<file path="config.mk">
export PLATFORM = sky130hd
export DESIGN_NAME = decode_prefix_sequencer
export DESIGN_NICKNAME = d
export VERILOG_FILES = /design/src/rtl/decode_prefix_sequencer.sv
export SDC_FILE = /design/constraint.sdc
export NUM_CORES = 1
export LEC_CHECK = 0
export BUFFER_PORTS_ARGS = -buffer_cell sky130_fd_sc_hd__buf_2
export CELL_PAD_IN_SITES_DETAIL_PLACEMENT = 1
export CELL_PAD_IN_SITES_GLOBAL_PLACEMENT = 2
export CORE_MARGIN = 4
export CORE_UTILIZATION = 31
export DETAILED_ROUTE_END_ITERATION = 8
export GPL_ROUTABILITY_DRIVEN = 0
export PLACE_DENSITY_LB_ADDON = 0.1
export SLEW_MARGIN = 20
export SYNTH_ARGS = -nofsm -noshare
export SYNTH_HDL_FRONTEND = slang
export SYNTH_SLANG_ARGS = --single-unit
</file>
<file path="constraint.sdc">
create_clock -name clk -period 3.9 [get_ports clk]
set_input_delay 0.39 -clock clk [delete_from_list [all_inputs] [get_ports clk]]
set_output_delay 0.39 -clock clk [all_outputs]
set_load 0.02 [all_outputs]
</file>
<file path="src/rtl/decode_prefix_sequencer.sv">
// decode_prefix_sequencer: prefix-decode stage sequencer.
// Consumes one fetch byte per cycle and counts prefix bytes. On the opcode byte it
// checks the total instruction length against MAX_LEN, then either issues the
// instruction to the decoder or raises a length fault.
// Optional feature: define DECODE_PREFIX_STATS_EN to add the stat_prefixed counter port.
module decode_prefix_sequencer #(
  parameter int unsigned MAX_LEN = 15,
  parameter int unsigned CNT_W   = 4
) (
  input  logic             clk,
  input  logic             rst,
  input  logic             fetch_valid,
  input  logic [7:0]       fetch_byte,
  input  logic [CNT_W-1:0] opcode_len,
  output logic             fetch_accept,
  output logic             instr_prefix,
  output logic             instr_finished,
  output logic [CNT_W-1:0] prefix_count,
  output logic             dec_valid,
  output logic [CNT_W-1:0] dec_len,
  input  logic             dec_ready,
  output logic             fault_len,
  input  logic             fault_ack,
  input  logic             flush
`ifdef DECODE_PREFIX_STATS_EN
  ,
  output logic [31:0]      stat_prefixed
`endif
);

  typedef enum logic [1:0] {S_IDLE, S_ISSUE, S_FAULT} state_e;

  localparam logic [CNT_W-1:0] MAX_CNT = MAX_LEN[CNT_W-1:0];
  localparam logic [CNT_W:0]   MAX_SUM = MAX_LEN[CNT_W:0];

  state_e           state_q, state_d;
  logic [CNT_W-1:0] cnt_q, cnt_d;
  logic [CNT_W-1:0] len_q, len_d;
  logic             is_prefix;
  logic [CNT_W:0]   sum;

  // Classify the head byte as a legacy/REX-less prefix or escape byte.
  always_comb begin
    is_prefix = 1'b0;
    case (fetch_byte)
      8'hF2, 8'hF3, 8'hF0, 8'h26, 8'h2E, 8'h36, 8'h3E,
      8'h64, 8'h65, 8'h66, 8'h67, 8'h0F: is_prefix = 1'b1;
      default:                           is_prefix = 1'b0;
    endcase
  end

  assign sum = {1'b0, cnt_q} + {1'b0, opcode_len};

  // Next-state and strobe logic; flush outranks handshakes, which outrank fetch.
  always_comb begin
    state_d        = state_q;
    cnt_d          = cnt_q;
    len_d          = len_q;
    fetch_accept   = 1'b0;
    instr_prefix   = 1'b0;
    instr_finished = 1'b0;
    if (rst) begin
      // Combinational strobes stay quiet while reset is asserted.
      state_d = state_q;
    end else if (flush) begin
      instr_finished = 1'b1;
      cnt_d          = '0;
      state_d        = S_IDLE;
    end else begin
      case (state_q)
        S_IDLE: begin
          if (fetch_valid) begin
            if (is_prefix) begin
              if (cnt_q < MAX_CNT) begin
                fetch_accept = 1'b1;
                instr_prefix = 1'b1;
                cnt_d        = cnt_q + 1'b1;
              end else begin
                state_d = S_FAULT;
              end
            end else if (sum > MAX_SUM) begin
              state_d = S_FAULT;
            end else begin
              fetch_accept = 1'b1;
              len_d        = sum[CNT_W-1:0];
              state_d      = S_ISSUE;
            end
          end
        end
        S_ISSUE: begin
          if (dec_ready) begin
            instr_finished = 1'b1;
            cnt_d          = '0;
            state_d        = S_IDLE;
          end
        end
        S_FAULT: begin
          if (fault_ack) begin
            instr_finished = 1'b1;
            cnt_d          = '0;
            state_d        = S_IDLE;
          end
        end
        default: state_d = S_IDLE;
      endcase
    end
  end

  // State, prefix count and issued length registers.
  always_ff @(posedge clk or posedge rst) begin
    if (rst) begin
      state_q <= S_IDLE;
      cnt_q   <= '0;
      len_q   <= '0;
    end else begin
      state_q <= state_d;
      cnt_q   <= cnt_d;
      len_q   <= len_d;
    end
  end

  assign prefix_count = cnt_q;
  assign dec_len      = len_q;
  assign dec_valid    = (state_q == S_ISSUE);
  assign fault_len    = (state_q == S_FAULT);

`ifdef DECODE_PREFIX_STATS_EN
  logic [31:0] stat_q;

  // Count completed decoder handshakes of instructions that carried prefixes.
  always_ff @(posedge clk or posedge rst) begin
    if (rst) begin
      stat_q <= '0;
    end else if (!flush && (state_q == S_ISSUE) && dec_ready && (cnt_q != '0)) begin
      stat_q <= stat_q + 32'd1;
    end
  end

  assign stat_prefixed = stat_q;
`endif

endmodule
</file>
## Yosys cells after proc, flatten, opt, wreduce, memory -nomap -nowiden

Cells that the tools add are included.

| storage, ports and cells | value |
|---|---|
| register bits | 10 |
| bits of input ports | 18 |

| cells by class | value |
|---|---|
| $add $sub $neg | 2 |
| $lt $le $gt $ge | 2 |
| equal/unequal tests | 20 |
| mux-type cells | 33 |
| bitwise logic cells | 4 |
| reductions and logical operators | 6 |

Operator list:

| kind | number |
|---|---|
| $eq A8 B6 Y1 const B | 4 |
| $eq A8 B7 Y1 const B | 4 |
| $eq A8 B8 Y1 const B | 3 |
| $mux W4 | 6 |
| $mux W1 | 17 |
| $mux W2 | 7 |
| $pmux W4 S3 | 1 |
| $reduce_or A12 Y1 | 1 |
| $ne A3 B3 Y1 const B | 3 |
| $eq A8 B4 Y1 const B | 1 |
| $reduce_and A7 Y1 | 1 |
| $ne A3 B1 Y1 const B | 2 |
| $pmux W2 S3 | 1 |
| $reduce_and A6 Y1 | 1 |
| $add A4 B4 Y5 | 1 |
| $gt A5 B4 Y1 const B | 1 |
| $reduce_and A5 Y1 | 1 |
| $add A4 B1 Y4 const B | 1 |
| $lt A4 B4 Y1 const B | 1 |
| $ne A4 B4 Y1 const B | 1 |
| $not A1 Y1 | 4 |
| $reduce_bool A4 Y1 | 1 |
| $eq A2 B1 Y1 const B | 1 |
| $eq A2 B2 Y1 const B | 1 |
| 2 further kinds | 2 |

## Longest topological paths before layout

Gate-level depths: netlist (run 1).

| depth | value |
|---|---|
| word-level depth | 8 |
| gate-level depth with buffers | 7 |
| depth with buffers taken out | 7 |

## Worst setup path before layout (run 1)

OpenSTA, ideal clock, no wires.

| timing | value |
|---|---|
| kind | reg-to-output |
| start | register cnt_q[0], in the netlist prefix_count[0] |
| end | output port fetch_accept |
| data arrival time | 2.029 ns |
| data required time | 3.510 ns |
| setup slack | 1.481 ns |
| cell stages (with the launch flop) | 7 |
| path buffers | 0 |
| cells stage by stage | dfrtp_1 -> ha_1 -> fa_1 -> a21o_1 -> a21oi_1 -> o41ai_4 -> a21oi_1 |

| between the ends | value |
|---|---|
| longest elaborated chain between the ends | 8 |

Ends and longest elaborated chain:

| what | RTL line | text |
|---|---|---|
| start, declared | 37 | `logic [CNT_W-1:0] cnt_q, cnt_d;` |
| start signal, assigned | 117 | `cnt_q <= cnt_d;` |
| $add A4 B4 Y5 | 52 | `assign sum = {1'b0, cnt_q} + {1'b0, opcode_len};` |
| $gt A5 B4 Y1 | 81 | `end else if (sum > MAX_SUM) begin` |
| $mux W1 | 81 |  |
| $mux W1 * | 73 | `if (is_prefix) begin` |
| $mux W1 * | 72 | `if (fetch_valid) begin` |
| $mux W1 * | 70 | `case (state_q)` |
| $mux W1 * | 65 | `end else if (flush) begin` |
| $mux W1 * | 62 | `if (rst) begin` |
| end, declared | 15 | `output logic fetch_accept,` |

Mark *: on every way between the ends. The rest lies on a longest branch, timed or not.

## Worst setup path in the final report (run 1)

Same ends and word-level chain as after synthesis.

==> run summary, run 1 <==
Drt first pass iters: 6
Num Clock Sinks: 10
Most frequent cells in the layout: 30 x buf_2, 12 x a21oi_1, 10 x dfrtp_1, 8 x ha_1, 7 x inv_1
DP Wirelength: 1.92 mm
FF-to-FF Start: prefix_count[0]
First-pass GRT wire length: 3.73 mm
N_diodes: 0
Crit start category: flop
Lkg Pwr: 0.585 nW
Finish-stage setup viols: 0
Hold WC Path Type: input pin to async pin
DRT antenna net count: 0
Final hold vios: 0
CP most frequent cell: a21oi_1
R2R Setup Slk: 1.49 ns
Post-synth EDFFs: 0
Most used flip-flop cell after synthesis: dfrtp_1
CP Buf/Inv Count: 1
Setup tns final: 0 ns
Initial antenna violation count: 0
Clk Latency, worst-skew pair: 0.27 ns
Clk buf depth: 2
Avg WL per Cell: 14.7 µm
CP Cell Sequence: ha_1, fa_1, a21o_1, a21oi_1, o41ai_4, a21oi_1, buf_2
Nets@finish: 152
Worst Clk Skew: 0.00634 ns
Via density: 5.32
Initial DRC count: 20
Max-slew violations: 0
Most common library cell in the layout ignoring fill and taps: buf_2
Area of the multi-input gates: 611 µm²
Die width: 61.5 µm
CP Class: flop to output port
Layout area overhead: 25.4%
IO Count: 31
Post-CTS setup buffer count: 0
Port Buf Inserts: 30
Total Routed Length: 2.29 mm
Die Y-Extent: 61.5 µm
Die ar.: 3780 µm²
Slew HR: 53.6%
Worst EP arrival: 2.35 ns
Number of max-cap violations: 0
Crit. path cell count: 7
PD cells: 425 nW/µm²
Top Family by Delay on Critical Path: compound AO/OA/AOI/OAI gates
Worst r2r dst: dec_len[2]
Drt drc: 0
Syn. warnings: 0
Tcrit/Tclk final: 70.2%
R2R depth: 7
Status: finished, final reports clean
Vias in the first global route: 822
Clk slew on worst S/H paths: 0.08 ns
Final Util: 40.7%
Least-Margin Pin Slew: 0.695 ns
CP endpoint kind: output port
Via Count: 824
Fmax: 365 MHz
Tot GR Track Use: 13.3%
GRT overflow: 0
Synth Area per Inst: 9.86 µm²
Largest net degree at the start of global routing: 14
Cell Area, Synth: 887 µm²
Share of layout cells above drive strength 1: 41.9%
Maximum fanout along the worst path: 7
Sequential Area: 250 µm²
RSZ-0062 raised after global routing: false
Total CTS buffers: 3
Asr flop ratio synth: 100%
Crit-path max cell delay: 0.47 ns
CTS H-Tree Depth: 1
Worst Path Required: 3.51 ns
FP Rows: 19
Gate Count Post-Synth: 90
Clock period minus final worst setup slack: 2.74 ns
Mapped Nets: 117
Starting density of the core: 32.4%
Core box area: 2730 µm²
Filler instances: 332
Synth unique cells: 38
Yosys reg bits: 10
CP max stage cell: dfrtp_1
Resized cells post-CTS: 0
VDD IR max: 0.184 mV
Root Buffer: clkbuf_4
Hold Buf Count CTS: 0
Final Hold Slack: 0.189 ns
Sequential area share after synthesis: 28.2%
CTS tree: yes
==> final cells by class <==
type                       count  area share, %
multi-input combinational     73           54.9
sequential                    10           22.5
timing repair buffer          30           13.5
tap                           31           3.49
clock buffer                   4           3.26
inverter                       7           2.36
==> worst reg2reg max path: stages, from the launching register on <==
cell     delay (ns)
dfrtp_1        0.47
ha_1           0.26
fa_1           0.41
a21o_1         0.19
a21oi_1        0.23
o41ai_4        0.15
nor2_2         0.22
mux2_2         0.37
==> metal layers <==
metal | GRT usage, % | part of all wire (%)
met5 | 0 | 0
met4 | 1.82 | 0.48
met3 | 3.77 | 7.3
met2 | 22.3 | 48
met1 | 17.3 | 44
==> stage by stage <==
| stage | total power, mW | cells | instance area [µm²] | setup slack (ns) |
|---|---|---|---|---|
| after floorplan | 0.308 | 90 | 887 | 1.48 |
| final | 0.473 | 155 | 1110 | 1.16 |
| after global placement | 0.378 | 151 | 1080 | 1.48 |
| after detailed placement | 0.382 | 151 | 1080 | 1.44 |
| after CTS | 0.481 | 155 | 1110 | 1.13 |
| after global routing | 0.513 | 155 | 1110 | 0.975 |
==> sequential cells by signal, summed over array words and instances (netlist names) <==
register      flops
state_q           2
dec_len           4
prefix_count      4
==> cells in the mapped netlist (all sizes together), types with 2 or more instances <==
cell type	number	area (µm²)
a21oi	14	77.6
dfrtp	10	250
ha	8	100
a21o	7	57.6
inv	7	26.3
nand2	5	18.8
mux2	4	45.0
nand3	4	20.0
nor2	3	13.8
nand2b	2	12.5
o21ai	2	10.0
==> how the worst max path moves through the flow <==
stage | startpoint | endpoint | slack (ns)
6_report | prefix_count[0] | fetch_accept | 1.16
5_1_grt | prefix_count[0] | fetch_accept | 0.98
4_1_cts | prefix_count[0] | fetch_accept | 1.13
3_5_place_dp | prefix_count[0] | fetch_accept | 1.44
3_3_place_gp | opcode_len[0] | fetch_accept | 1.48
2_1_floorplan | prefix_count[0] | fetch_accept | 1.48
==> cell families (layout without fill, tap and decap cells) <==
logic type               after synthesis  in the layout  share of synthesized area [%]
XOR/XNOR                               2              2                           1.97
AO/OA/AOI/OAI                         34             34                           30.2
buffers and inverters                  7             41                           2.96
adder cells (fa/ha/maj)                9              9                           13.5
AND/OR/NAND/NOR                       24             24                           18.1
multiplexers                           4              4                           5.08
flip-flops                            10             10                           28.2
==> where the power goes <==
| group | internal (mW) | total, mW | switching, mW |
|---|---|---|---|
| clock | 0.0567 | 0.0970 | 0.0403 |
| combinational | 0.0937 | 0.223 | 0.130 |
| sequential | 0.133 | 0.152 | 0.0195 |
| total | 0.283 | 0.473 | 0.190 |
No activity file was read; power rests on OpenSTA's default activity.
==> run 2: changes to the inputs <==
--- a/config.mk
+++ b/config.mk
@@ -9,7 +9,7 @@
 export CELL_PAD_IN_SITES_DETAIL_PLACEMENT = 1
 export CELL_PAD_IN_SITES_GLOBAL_PLACEMENT = 2
 export CORE_MARGIN = 4
-export CORE_UTILIZATION = 31
+export CORE_UTILIZATION = 26
 export DETAILED_ROUTE_END_ITERATION = 8
 export GPL_ROUTABILITY_DRIVEN = 0
 export PLACE_DENSITY_LB_ADDON = 0.1
==> constraint.sdc (replaced) <==
create_clock -name clk -period 2.2 [get_ports clk]
set_input_delay 0.22 -clock clk [delete_from_list [all_inputs] [get_ports clk]]
set_output_delay 0.22 -clock clk [all_outputs]
set_load 0.02 [all_outputs]
==> run summary, run 2 (synthesis results as in run 1) <==
Status: finished, final reports clean
Tot GR Track Use: 12.7% (-0.56 points)
Worst Path Required: 1.98 ns (-1.53 ns)
Sequential Area: 251 µm² (+0.50%)
Initial antenna violation count: 0 (unchanged)
CP Class: flop to output port
RSZ-0062 raised after global routing: true
PD cells: 719 nW/µm² (+69%)
GRT overflow: 0 (unchanged)
Crit start category: flop
Nets@finish: 161 (+5.9%)
N_diodes: 0 (unchanged)
Clk Latency, worst-skew pair: 0.27 ns (about the same)
Finish-stage setup viols: 0 (unchanged)
Maximum fanout along the worst path: 3 (-4)
Lkg Pwr: 0.629 nW (+7.5%)
Clk slew on worst S/H paths: 0.07 ns (about the same)
DP Wirelength: 2.08 mm (+8.4%)
Drt first pass iters: 4 (-2)
Most frequent cells in the layout: 29 x buf_2, 11 x a21oi_1, 10 x buf_4, 9 x dfrtp_1
Pre-CTS setup slack: -0.0247 ns (-1.46 ns)
Post-route design area: 1220 µm² (+9.6%)
Worst EP arrival: 1.97 ns (-0.38 ns)
Die Y-Extent: 66.4 µm (+8.0%)
Worst Clk Skew: 0.00216 ns (-0.00418 ns)
Hold Buf Count CTS: 0 (unchanged)
Die width: 66.4 µm (+8.0%)
Root Buffer: clkbuf_4
R2R depth: 7 (unchanged)
Avg WL per Cell: 14.0 µm (-4.8%)
Share of layout cells above drive strength 1: 48.9% (+6.9 points)
Die ar.: 4410 µm² (+17%)
Core box area: 3150 µm² (+15%)
Final Hold Slack: 0.0305 ns (-0.158 ns)
Filler instances: 390 (+17%)
Clock period minus final worst setup slack: 2.19 ns
Least-Margin Pin Slew: 0.436 ns (-0.259 ns)
Total CTS buffers: 3 (unchanged)
Num Clock Sinks: 10 (unchanged)
FP Rows: 20 (+1)
Vias in the first global route: 944 (+15%)
VDD IR max: 0.384 mV (+110%)
Layout area overhead: 37.4%
Initial DRC count: 17 (-15%)
Tcrit/Tclk final: 99.4%
Hold WC Path Type: input pin to async pin
Number of max-cap violations: 0 (unchanged)
Via Count: 867 (+5.2%)
CP endpoint kind: output port
Via density: 4.90 (-7.9%)
Clk buf depth: 2 (unchanged)
Area of the multi-input gates: 629 µm² (+3.1%)
Largest net degree at the start of global routing: 13 (-1)
Drt drc: 0 (unchanged)
First-pass GRT wire length: 4.35 mm (+17%)
Fmax: 457 MHz
Starting density of the core: 28.1% (-4.3 points)
Setup ws final: 0.0128 ns (-1.15 ns)
DRT antenna net count: 0 (unchanged)
Total Routed Length: 2.49 mm (+8.7%)
Dpl cell area: 1160 µm² (+7.6%)
CTS tree: yes
CTS H-Tree Depth: 1 (unchanged)
Port Buf Inserts: 30 (unchanged)
Slew HR: 70.9% (+17 points)
IO Count: 31 (unchanged)
Max-slew violations: 0 (unchanged)
Final hold vios: 0 (unchanged)
Most common library cell in the layout ignoring fill and taps: buf_2
## run 2: metrics by stage
stage,instances,power [mW],util [%],setup TNS [ns]
6_report,177,0.876,38.7,0
5_1_grt,177,0.952,38.7,-0.102
4_1_cts,177,0.890,38.7,-0.0164
3_5_place_dp,172,0.707,36.7,-0.0806
3_3_place_gp,172,0.700,36.7,0
2_1_floorplan,90,0.548,-,0
## run 2: routing by layer
| metal | part of all wire, % | vias up | track usage, % |
|---|---|---|---|
| li1 | - | 428 | - |
| met1 | 48 | 413 | 16.6 |
| met2 | 46 | 24 | 20.6 |
| met3 | 5.0 | 2 | 3.91 |
| met4 | 0.52 | 0 | 2.28 |
| met5 | 0 | - | 0 |
## run 2: path summary, 6_finish.rpt
kind / startpoint / end / slack [ns]
hold reg to reg: dec_len[1] / dec_len[1] / 0.51
hold / removal: rst / state_q[1] / 0.03
setup / recovery: prefix_count[0] / fetch_accept / 0.01
setup reg to reg: prefix_count[0] / dec_len[0] / 0.12
min in group clk: rst / prefix_count[3] / 0.33
max in group asynchronous: rst / prefix_count[0] / 2.00
## run 2: area by class of cell
class	count	share of cell area [%]
timing repair buffer	39	18.1
multi-input combinational	73	51.6
clock buffer	4	2.98
tap	44	4.52
sequential	10	20.6
inverter	7	2.16
## run 2: power breakdown
group	internal [mW]	leakage, nW	switching (mW)
Clock	0.101	0.0210	0.0670
Combinational	0.195	0.481	0.249
Sequential	0.237	0.127	0.0272
Total	0.532	0.629	0.343
## run 2: repair_timing
item	CTS	global route
pin swaps	3	1
endpoints found under the setup margin	5	1
gates cloned	0	0
buffers inserted	1	0
gates resized for setup	4	0
## run 2: worst max-delay path: stages (launching register included)
cell and delay, ns:
dfrtp_2 0.42, ha_4 0.17, fa_2 0.33, a21o_1 0.18, a21oi_2 0.17, o41ai_4 0.11
a21oi_1 0.16, buf_4 0.16
